### config.mk
export PLATFORM = sky130hd
export DESIGN_NAME = boot_loader_flat
export DESIGN_NICKNAME = d
export VERILOG_FILES = /design/src/rtl/boot_loader_pkg.sv /design/src/rtl/boot_loader_if.sv /design/src/rtl/boot_loader_word_packer.sv /design/src/rtl/boot_loader.sv /design/src/flat_wrapper.sv
export SDC_FILE = /design/constraint.sdc
export NUM_CORES = 1
export LEC_CHECK = 0
export ABC_AREA = 1
export BUFFER_PORTS_ARGS = -buffer_cell sky130_fd_sc_hd__clkbuf_2
export CORE_ASPECT_RATIO = 1.2
export CORE_MARGIN = 4
export CORE_UTILIZATION = 25
export DETAILED_ROUTE_END_ITERATION = 12
export HOLD_SLACK_MARGIN = 0.12
export SYNTH_ARGS = -nofsm -noshare
export SYNTH_HDL_FRONTEND = slang
export SYNTH_SLANG_ARGS = --single-unit
### constraint.sdc
create_clock -name clk -period 3.2 [get_ports clk]
set_input_delay 0.48 -clock clk [delete_from_list [all_inputs] [get_ports clk]]
set_output_delay 0.48 -clock clk [all_outputs]
set_load 0.01 [all_outputs]
### src/rtl/boot_loader_pkg.sv
// Shared types and constants for the serial program loader.
// State encodings, reset levels for the CPU and frame geometry.
package boot_loader_pkg;

  typedef enum logic [2:0] {
    ST_HDR0,
    ST_HDR1,
    ST_DATA,
    ST_CSUM,
    ST_RUN,
    ST_ERROR
  } state_t;

  localparam logic RST_ENABLE  = 1'b1;
  localparam logic RST_DISABLE = 1'b0;

  localparam int LEN_BYTES  = 2;
  localparam int WORD_BYTES = 4;

  function automatic logic [7:0] csum_step(
    input logic [7:0] acc,
    input logic [7:0] b
  );
    return acc ^ b;
  endfunction

endpackage

### src/rtl/boot_loader_if.sv
// Host byte stream plus instruction-ROM write port.
// master drives bytes, slave is the loader.
interface boot_loader_if #(
  parameter int ADDR_W = 10
) ();

  logic              rx_valid;
  logic [7:0]        rx_data;
  logic              rx_ready;
  logic              rom_we;
  logic [ADDR_W-1:0] rom_addr;
  logic [31:0]       rom_wdata;

  modport master (
    output rx_valid,
    output rx_data,
    input  rx_ready,
    input  rom_we,
    input  rom_addr,
    input  rom_wdata
  );

  modport slave (
    input  rx_valid,
    input  rx_data,
    output rx_ready,
    output rom_we,
    output rom_addr,
    output rom_wdata
  );

endinterface

### src/rtl/boot_loader_word_packer.sv
// Packs big-endian bytes into 32-bit words.
// word/word_valid present the completed word on its 4th byte.
module word_packer (
  input  logic        clk,
  input  logic        rst,
  input  logic        en,
  input  logic [7:0]  din,
  output logic        word_valid,
  output logic [31:0] word
);

  logic [23:0] sr;
  logic [1:0]  cnt;

  always_ff @(posedge clk or negedge rst) begin
    if (!rst) begin
      sr  <= '0;
      cnt <= '0;
    end else if (en) begin
      sr  <= {sr[15:0], din};
      cnt <= cnt + 2'd1;
    end
  end

  assign word_valid = en && (cnt == 2'd3);
  assign word       = {sr, din};

endmodule

### src/rtl/boot_loader.sv
// Receives a length-prefixed, XOR-checked program image and
// writes it to instruction ROM, holding the CPU in reset meanwhile.
module boot_loader
  import boot_loader_pkg::*;
#(
  parameter int ADDR_W = 10
) (
  input  logic         clk,
  input  logic         rst,
  boot_loader_if.slave bus,
  input  logic         reload,
  output logic         cpu_rst,
  output logic         done,
  output logic         err
);

  localparam int unsigned DEPTH = 1 << ADDR_W;

  state_t      state;
  state_t      nxt;
  logic [7:0]  len_hi;
  logic [15:0] len;
  logic [15:0] widx;
  logic [7:0]  csum;

  logic        xfer;
  logic        pk_en;
  logic        pk_valid;
  logic [31:0] pk_word;
  logic        in_range;
  logic        last_word;
  logic        hdr_xfer;

  assign xfer      = bus.rx_valid && bus.rx_ready;
  assign pk_en     = xfer && (state == ST_DATA);
  assign in_range  = {16'd0, widx} < DEPTH;
  assign last_word = widx == (len - 16'd1);
  assign hdr_xfer  = xfer && (state inside
                     {ST_HDR0, ST_HDR1, ST_DATA});

  word_packer u_packer (
    .clk        (clk),
    .rst        (rst),
    .en         (pk_en),
    .din        (bus.rx_data),
    .word_valid (pk_valid),
    .word       (pk_word)
  );

  always_comb begin
    nxt = state;
    unique case (state)
      ST_HDR0: if (xfer) nxt = ST_HDR1;
      ST_HDR1:
        if (xfer)
          nxt = ({len_hi, bus.rx_data} == 16'd0)
              ? ST_CSUM : ST_DATA;
      ST_DATA: if (pk_valid && last_word) nxt = ST_CSUM;
      ST_CSUM:
        if (xfer)
          nxt = (bus.rx_data == csum) ? ST_RUN : ST_ERROR;
      ST_RUN:  if (reload) nxt = ST_HDR0;
      default: nxt = state;
    endcase
  end

  always_ff @(posedge clk or negedge rst) begin
    if (!rst) begin
      state         <= ST_HDR0;
      len_hi        <= '0;
      len           <= '0;
      widx          <= '0;
      csum          <= '0;
      bus.rx_ready  <= 1'b0;
      bus.rom_we    <= 1'b0;
      bus.rom_addr  <= '0;
      bus.rom_wdata <= '0;
      cpu_rst       <= RST_ENABLE;
      done          <= 1'b0;
      err           <= 1'b0;
    end else begin
      state        <= nxt;
      bus.rx_ready <= nxt inside
                      {ST_HDR0, ST_HDR1, ST_DATA, ST_CSUM};
      done         <= nxt == ST_RUN;
      err          <= nxt == ST_ERROR;
      // release lags RUN entry by one cycle; reload reasserts at once
      cpu_rst      <= (state == ST_RUN && !reload)
                      ? RST_DISABLE : RST_ENABLE;
      bus.rom_we   <= 1'b0;
      if (hdr_xfer)
        csum <= csum_step(csum, bus.rx_data);
      if (xfer && state == ST_HDR0)
        len_hi <= bus.rx_data;
      if (xfer && state == ST_HDR1) begin
        len          <= {len_hi, bus.rx_data};
        widx         <= '0;
        bus.rom_addr <= '0;
      end
      // words beyond the ROM are consumed but never written
      if (pk_valid) begin
        widx <= widx + 16'd1;
        if (in_range) begin
          bus.rom_we    <= 1'b1;
          bus.rom_addr  <= widx[ADDR_W-1:0];
          bus.rom_wdata <= pk_word;
        end
      end
      if (state == ST_RUN && reload) begin
        csum         <= '0;
        widx         <= '0;
        bus.rom_addr <= '0;
      end
    end
  end

endmodule

### src/flat_wrapper.sv
// flat-port wrapper written by rule: the top's interface ports become plain ports
module boot_loader_flat import boot_loader_pkg::*;
#(
  parameter int ADDR_W = 10
)
  (clk, rst, reload, cpu_rst, done, err, bus_rx_valid, bus_rx_data, bus_rx_ready, bus_rom_we, bus_rom_addr, bus_rom_wdata);
  boot_loader_if #(.ADDR_W(ADDR_W)) bus_i ();
  input  logic clk;
  input  logic rst;
  input  logic reload;
  output logic cpu_rst;
  output logic done;
  output logic err;
  input wire logic [$bits(bus_i.rx_valid)-1:0] bus_rx_valid;
  input wire logic [$bits(bus_i.rx_data)-1:0] bus_rx_data;
  output wire logic [$bits(bus_i.rx_ready)-1:0] bus_rx_ready;
  output wire logic [$bits(bus_i.rom_we)-1:0] bus_rom_we;
  output wire logic [$bits(bus_i.rom_addr)-1:0] bus_rom_addr;
  output wire logic [$bits(bus_i.rom_wdata)-1:0] bus_rom_wdata;
  assign bus_i.rx_valid = bus_rx_valid;
  assign bus_i.rx_data = bus_rx_data;
  assign bus_rx_ready = bus_i.rx_ready;
  assign bus_rom_we = bus_i.rom_we;
  assign bus_rom_addr = bus_i.rom_addr;
  assign bus_rom_wdata = bus_i.rom_wdata;
  boot_loader #(.ADDR_W(ADDR_W)) u_core (.clk(clk), .rst(rst), .bus(bus_i), .reload(reload), .cpu_rst(cpu_rst), .done(done), .err(err));
endmodule
==> run summary, run 1 <==
Width of the die: 146 µm
CTS Hold Bufs: 0
Reg2reg setup slack: 1.04 ns
Fin Setup TNS: 0 ns
Tightest Pin Transition: 0.766 ns
Crit Path Max Fanout: 6
Layout cells sized above 1: 0.166
PostCTS Resize Cnt: 0
Clock Latency Late Sink: 0.42 ns
Post-DRT Antenna Nets: 0
Root Driver: clkbuf_16
Pin count of the biggest net entering global routing: 77
Crit path DAT: 2.47 ns
Vias: 4,475
# IOs: 59
Max-slew violation count: 0
Num CTS Buffers: 17
Placed cell area: 6330 µm²
Clock-pin slew on the worst setup and hold paths: 0.06 ns
Seq/Total Area, Yosys: 0.541
MaxCap Viol Count: 0
Fin nets: 743
CTS tree: yes
Core footprint: 22,500 µm²
Sink Count: 124
Initial core utilization: 0.255
Mean Syn Cell Area: 8.59 µm²
Die H: 174 µm
Worst Path Required: 3.50 ns
Ys Warns: 0
Avg Vias per Cell: 4.39
Final clock skew: 0.0118 ns
Area of the die: 25,500 µm²
Fin area: 6950 µm²
Antenna cell count: 0
Crit path capture type: register
Drc violations: 0
FP Rows: 60
Leak: 3.42 nW
Fmax: 0.462 GHz
Yosys reg bits: 124
Dpl hpwl: 10,400 µm
Final Hold Fails: 0
Area of the mapped netlist: 5740 µm²
Wire per inst: 13.8 µm
H-Tree Depth: 4
Gp weighted congestion: 0.906
Initial antenna violation count: 0
Slew headroom: 0.489
PwrDens: 982 nW/µm²
Post-synthesis cell count: 668
Period utilisation layout: 0.677
Util after Layout: 0.309
Port Buffers: 58
Max VDD drop: 0.000571 V
Grt ovf: 0
Area delta synth->final: 21.1%
Final Hold Slack: 0.143 ns
Hold Path Class: in2async
Clock Tree Buf Depth: 2
Status: finished, final reports clean
CP Launch Type: register
Syn nets: 683
Iter 0 DRT Violations: 214
Min cycle time layout: 2.16 ns
DRT Pass-1 Iters: 5
Synth cell types: 33
# setup viols final: 0
Vias in the first global route: 4,471
RSZ-0062 raised after global routing: no
Setup CP Type: reg2reg
Postcts setup bufs: 0
First-pass GRT wire length: 23,500 µm
Post-Route WL: 14,000 µm
Total track usage: 0.115
==> registers in the layout (all words and copies together), names as in the netlist <==
register / count
u_core.bus.rom_addr: 10
u_core.state: 3
u_core.u_packer.cnt: 2
u_core.csum: 8
u_core.bus.rom_we: 1
u_core.len: 16
u_core.cpu_rst: 1
u_core.widx: 16
u_core.err: 1
u_core.done: 1
u_core.u_packer.sr: 24
u_core.bus.rom_wdata: 32
u_core.bus.rx_ready: 1
u_core.len_hi: 8
==> placed cells by master, fill, tap and decap left out, drive strengths merged, types with 3 or more instances in the layout <==
master and n:
xnor2 12, xor2 15, a211oi 9, clkbuf 77
mux2 9, o32ai 3, ha 3, nor2 87
clkinv 5, buf 7, a21oi 40, o22ai 4
bufinv 3, nand2 148, dfrtp 123, nand4 3
nor3 10, o21ai 63, nand3 33, inv 78
==> critical path: stages, from the launching register on <==
cell,delay (ns)
dfrtp_1,0.53
ha_1,0.26
nand3_1,0.15
nor3_1,0.36
nand4_1,0.24
nor2_1,0.18
nand2_1,0.09
o221ai_1,0.18
nand2_1,0.07
==> power breakdown <==
part	internal, mW	total (mW)	switching, mW
logic	0.842	2.15	1.31
clock network	1.27	1.99	0.719
registers	2.21	2.68	0.468
total	4.33	6.83	2.50
==> synth_stat cells <==
cell / instances / area [µm²]
nor2_1: 83 / 312
ha_1: 3 / 37.5
buf_2: 3 / 15.0
o22ai_1: 4 / 25.0
buf_6: 2 / 22.5
nand2_2: 2 / 12.5
buf_4: 4 / 30.0
a31oi_1: 1 / 6.26
dfstp_2: 1 / 26.3
a21oi_2: 5 / 43.8
nor2_4: 1 / 11.3
a21oi_1: 35 / 175
o221ai_1: 1 / 8.76
clkbuf_1: 14 / 52.6
xnor2_1: 12 / 105
nor3_1: 8 / 40.0
inv_1: 73 / 274
nand3b_1: 2 / 15.0
o21ai_1: 2 / 10.0
dfrtp_1: 123 / 3080
nand3_1: 33 / 165
o21ai_0: 61 / 305
o32ai_1: 3 / 26.3
mux2_2: 9 / 101
nor3_2: 2 / 20.0
nand2_1: 146 / 548
nand4_1: 3 / 18.8
nor2_8: 1 / 20.0
a211oi_1: 9 / 67.6
xor2_1: 15 / 131
nor2_2: 2 / 12.5
or2_2: 2 / 12.5
inv_2: 3 / 11.3
==> per-layer routing <==
metal  global-route usage  wire (µm)  vias to the layer above
li1                     -          -                     2265
met3               0.0274        494                       12
met5                    0          0                        -
met4               0.0522        337                        0
met2                0.198       7330                       70
met1                0.135       5880                     2128
==> path summary, 6_finish.rpt <==
path	startpoint	endpoint	cells past startpoint
worst min register to register	u_core.u_packer.sr[20]	u_core.u_packer.sr[20]	2
worst max register to register	u_core.widx[0]	u_core.widx[14]	8
worst min-delay path	rst	u_core.bus.rom_wdata[4]	1
max in group asynchronous	rst	u_core.u_packer.sr[13]	2
min in group clk	reload	u_core.cpu_rst	3
worst max-delay path	u_core.widx[0]	u_core.widx[14]	8
==> cells by family (layout without fill, tap and decap cells) <==
family	count (synthesis)	count (layout)	synth area share
buf+inv	99	172	0.0706
mux	9	9	0.0177
simple gates	285	285	0.207
fa+ha+maj	3	3	0.00654
xor+xnor	27	27	0.0412
flops	124	124	0.541
compound gates	121	121	0.116
==> through the flow <==
stage / cells / power [mW] / worst slack (ns)
finish: 1020 / 6.83 / 1.04
global route: 1020 / 7.39 / 0.898
CTS: 1020 / 6.93 / 1.07
detailed placement: 988 / 4.90 / 0.909
global placement: 988 / 4.85 / 0.928
floorplan: 668 / 4.11 / 1.44
==> area by class of cell <==
type                            instances  area [µm²]
Multi-Input combinational cell        445        2230
Clock inverter                         12         163
Tap cell                              279         349
Timing Repair Buffer                   64         363
Sequential cell                       124        3100
Inverter                               76         285
Fill cell                            2352       15600
Clock buffer                           20         457
Power figures use the tool's default switching activity.
==> run 2, diff against run 1 <==
Clock period 3.2 ns to 2.2 ns, I/O delays scaled along.
==> run 2 against run 1 <==
Clock skew increased by 0.0017 ns. Sequential power grew 46%. Core utilization increased by 0.33 points. Sequential cell count did not move. Wire length grew 4.8%. Die area stayed put. Clock power increased by 49%. Count of clock-buffer cells in the layout rose by 1. Combinational power increased by 49%. Register-to-register slack got worse by 0.82 ns. Hold slack better by 0.0052 ns. Critical path type unchanged. Critical endpoint is now u_core.bus.rom_wdata[0].
==> run summary, run 2 (synthesis results as in run 1) <==
Antenna cell count: 0 (unchanged)
Placed cell area: 6380 µm² (was 6330 µm²)
Vias in the first global route: 4,780 (was 4,471)
Fin Setup TNS: 0 ns (unchanged)
Highest-count cells in the layout ignoring fill and taps: nand2_1 (146), dfrtp_1 (123), nor2_1 (81), inv_1 (73), o21ai_0 (60) (was nand2_1 (146), dfrtp_1 (123), nor2_1 (83), inv_1 (73), o21ai_0 (61))
Period utilisation layout: 0.900 (was 0.677)
Post-Route WL: 14,700 µm (was 14,000 µm)
Initial antenna violation count: 0 (unchanged)
Crit path capture type: register (unchanged)
Wire per inst: 14.3 µm (was 13.8 µm)
Final clock skew: 0.0136 ns (was 0.0118 ns)
Fin nets: 751 (was 743)
Setup CP Type: reg2reg (unchanged)
Clock Tree Buf Depth: 2 (unchanged)
Final worst setup slack: 0.220 ns (was 1.04 ns)
Commonest non-fill, non-tap cell in the layout: nand2_1 (unchanged)
Grt ovf: 0 (unchanged)
Total track usage: 0.121 (was 0.115)
Crit Path Max Fanout: 56 (was 6)
Gp weighted congestion: 0.863 (was 0.906)
Fin area: 7030 µm² (was 6950 µm²)
# IOs: 59 (unchanged)
DRT Pass-1 Iters: 4 (was 5)
Root Driver: clkbuf_16 (unchanged)
CTS tree: yes (unchanged)
Worst slack, placed: 0.164 ns (was 0.909 ns)
Final Hold Fails: 0 (unchanged)
FP Rows: 60 (unchanged)
Max reg flops: 32 (unchanged)
Most flops, register: u_core.bus.rom_wdata (unchanged)
Area of the die: 25,500 µm² (unchanged)
Clock Latency Late Sink: 0.42 ns (about the same)
RSZ-0062 raised after global routing: no (unchanged)
Drc violations: 0 (unchanged)
Initial core utilization: 0.255 (unchanged)
Layout cells sized above 1: 0.175 (was 0.166)
Final Hold Slack: 0.148 ns (was 0.143 ns)
Port Buffers: 58 (unchanged)
Min cycle time layout: 1.98 ns (was 2.16 ns)
Vias: 4,608 (was 4,475)
Fmax: 0.505 GHz (was 0.462 GHz)
Sink Count: 124 (unchanged)
Fillers: 2,405 (was 2,352)
Max-slew violation count: 0 (unchanged)
Width of the die: 146 µm (unchanged)
MaxCap Viol Count: 0 (unchanged)
Tightest Pin Transition: 0.721 ns (was 0.766 ns)
PwrDens: 1440 nW/µm² (was 982 nW/µm²)
Hold Path Class: in2reg (was in2async)
Slew headroom: 0.519 (was 0.489)
H-Tree Depth: 4 (unchanged)
Crit path DAT: 2.30 ns (was 2.47 ns)
Pin count of the biggest net entering global routing: 61 (was 77)
Core footprint: 22,500 µm² (unchanged)
Area delta synth->final: 22.4% (was 21.1%)
# setup viols final: 0 (unchanged)
Clock-pin slew on the worst setup and hold paths: 0.06 ns (about the same)
Dpl hpwl: 10,700 µm (was 10,400 µm)
Worst Path Required: 2.52 ns (was 3.50 ns)
Avg Vias per Cell: 4.48 (was 4.39)
Num CTS Buffers: 17 (unchanged)
Post-DRT Antenna Nets: 0 (unchanged)
Die H: 174 µm (unchanged)
Max VDD drop: 0.000761 V (was 0.000571 V)
Iter 0 DRT Violations: 202 (was 214)
Leak: 3.47 nW (was 3.42 nW)
CP Launch Type: register (unchanged)
Biggest regs: u_core.bus.rom_wdata x32, u_core.u_packer.sr x24 (unchanged)
First-pass GRT wire length: 24,600 µm (was 23,500 µm)
Status: finished, final reports clean (unchanged)
[run 2: changes by cell type in the layout (fill, tap and decap cells not counted), sizes merged]
cell         delta
buf             +7
bufinv          +1
clkbuf          +1
clkinv          +2
clkinvlp        -2
dlygate4sd3     +1
inv             -2
[run 2: area by class of cell]
cell class                      instances  area [µm²]  area share
Inverter                               76         285      0.0406
Sequential cell                       124        3100       0.442
Timing Repair Buffer                   72         425      0.0605
Clock buffer                           21         460      0.0655
Multi-Input combinational cell        445        2240       0.318
Tap cell                              279         349      0.0497
Clock inverter                         11         166      0.0237
[run 2: power by group]
part / switching [mW] / internal [mW] / total [mW]
Combinational: 1.96 / 1.25 / 3.21
Sequential: 0.693 / 3.22 / 3.91
Clock: 1.02 / 1.95 / 2.97
[run 2: per-layer routing]
layer,track usage,share of wire
met1,0.139,0.42
met2,0.216,0.52
met3,0.0263,0.030
met4,0.0490,0.033
met5,0,0
[run 2: worst paths after layout]
path,from,to,slack (ns),depth (start not counted)
min,reload,u_core.cpu_rst,0.15,3
max,u_core.bus.rx_ready,u_core.bus.rom_wdata[0],0.22,10
min reg2reg,u_core.u_packer.cnt[0],u_core.u_packer.cnt[0],0.48,1
min in group asynchronous,rst,u_core.len_hi[6],0.44,2
max reg2reg,u_core.bus.rx_ready,u_core.bus.rom_wdata[0],0.22,10
max in group asynchronous,rst,u_core.bus.rom_wdata[19],1.06,3
[run 2: repair_timing]
action / 4_1_cts / 5_1_grt
setup buffers: 0 / 0
resized for setup: 0 / 3
endpoints found under the setup margin: 0 / 1
hold endpoints to repair: 35 / 0
hold buffers: 1 / 0
[run 2: stage by stage]
step	util	power (mW)	std cells
6_report	0.312	10.1	1028
5_1_grt	0.312	10.9	1028
4_1_cts	0.312	10.2	1028
3_5_place_dp	0.284	7.18	995
3_3_place_gp	0.284	7.12	995
2_1_floorplan	-	5.98	668
[run 2: worst max-delay path, stage by stage (launching register included)]
cell	delay [ns]
dfrtp_1	0.34
nand2_1	0.12
nor2_2	0.19
nand2_2	0.15
nor2_8	0.11
inv_2	0.10
nor2_4	0.12
buf_12	0.25
buf_4	0.27
nor2_1	0.07
a21oi_1	0.13
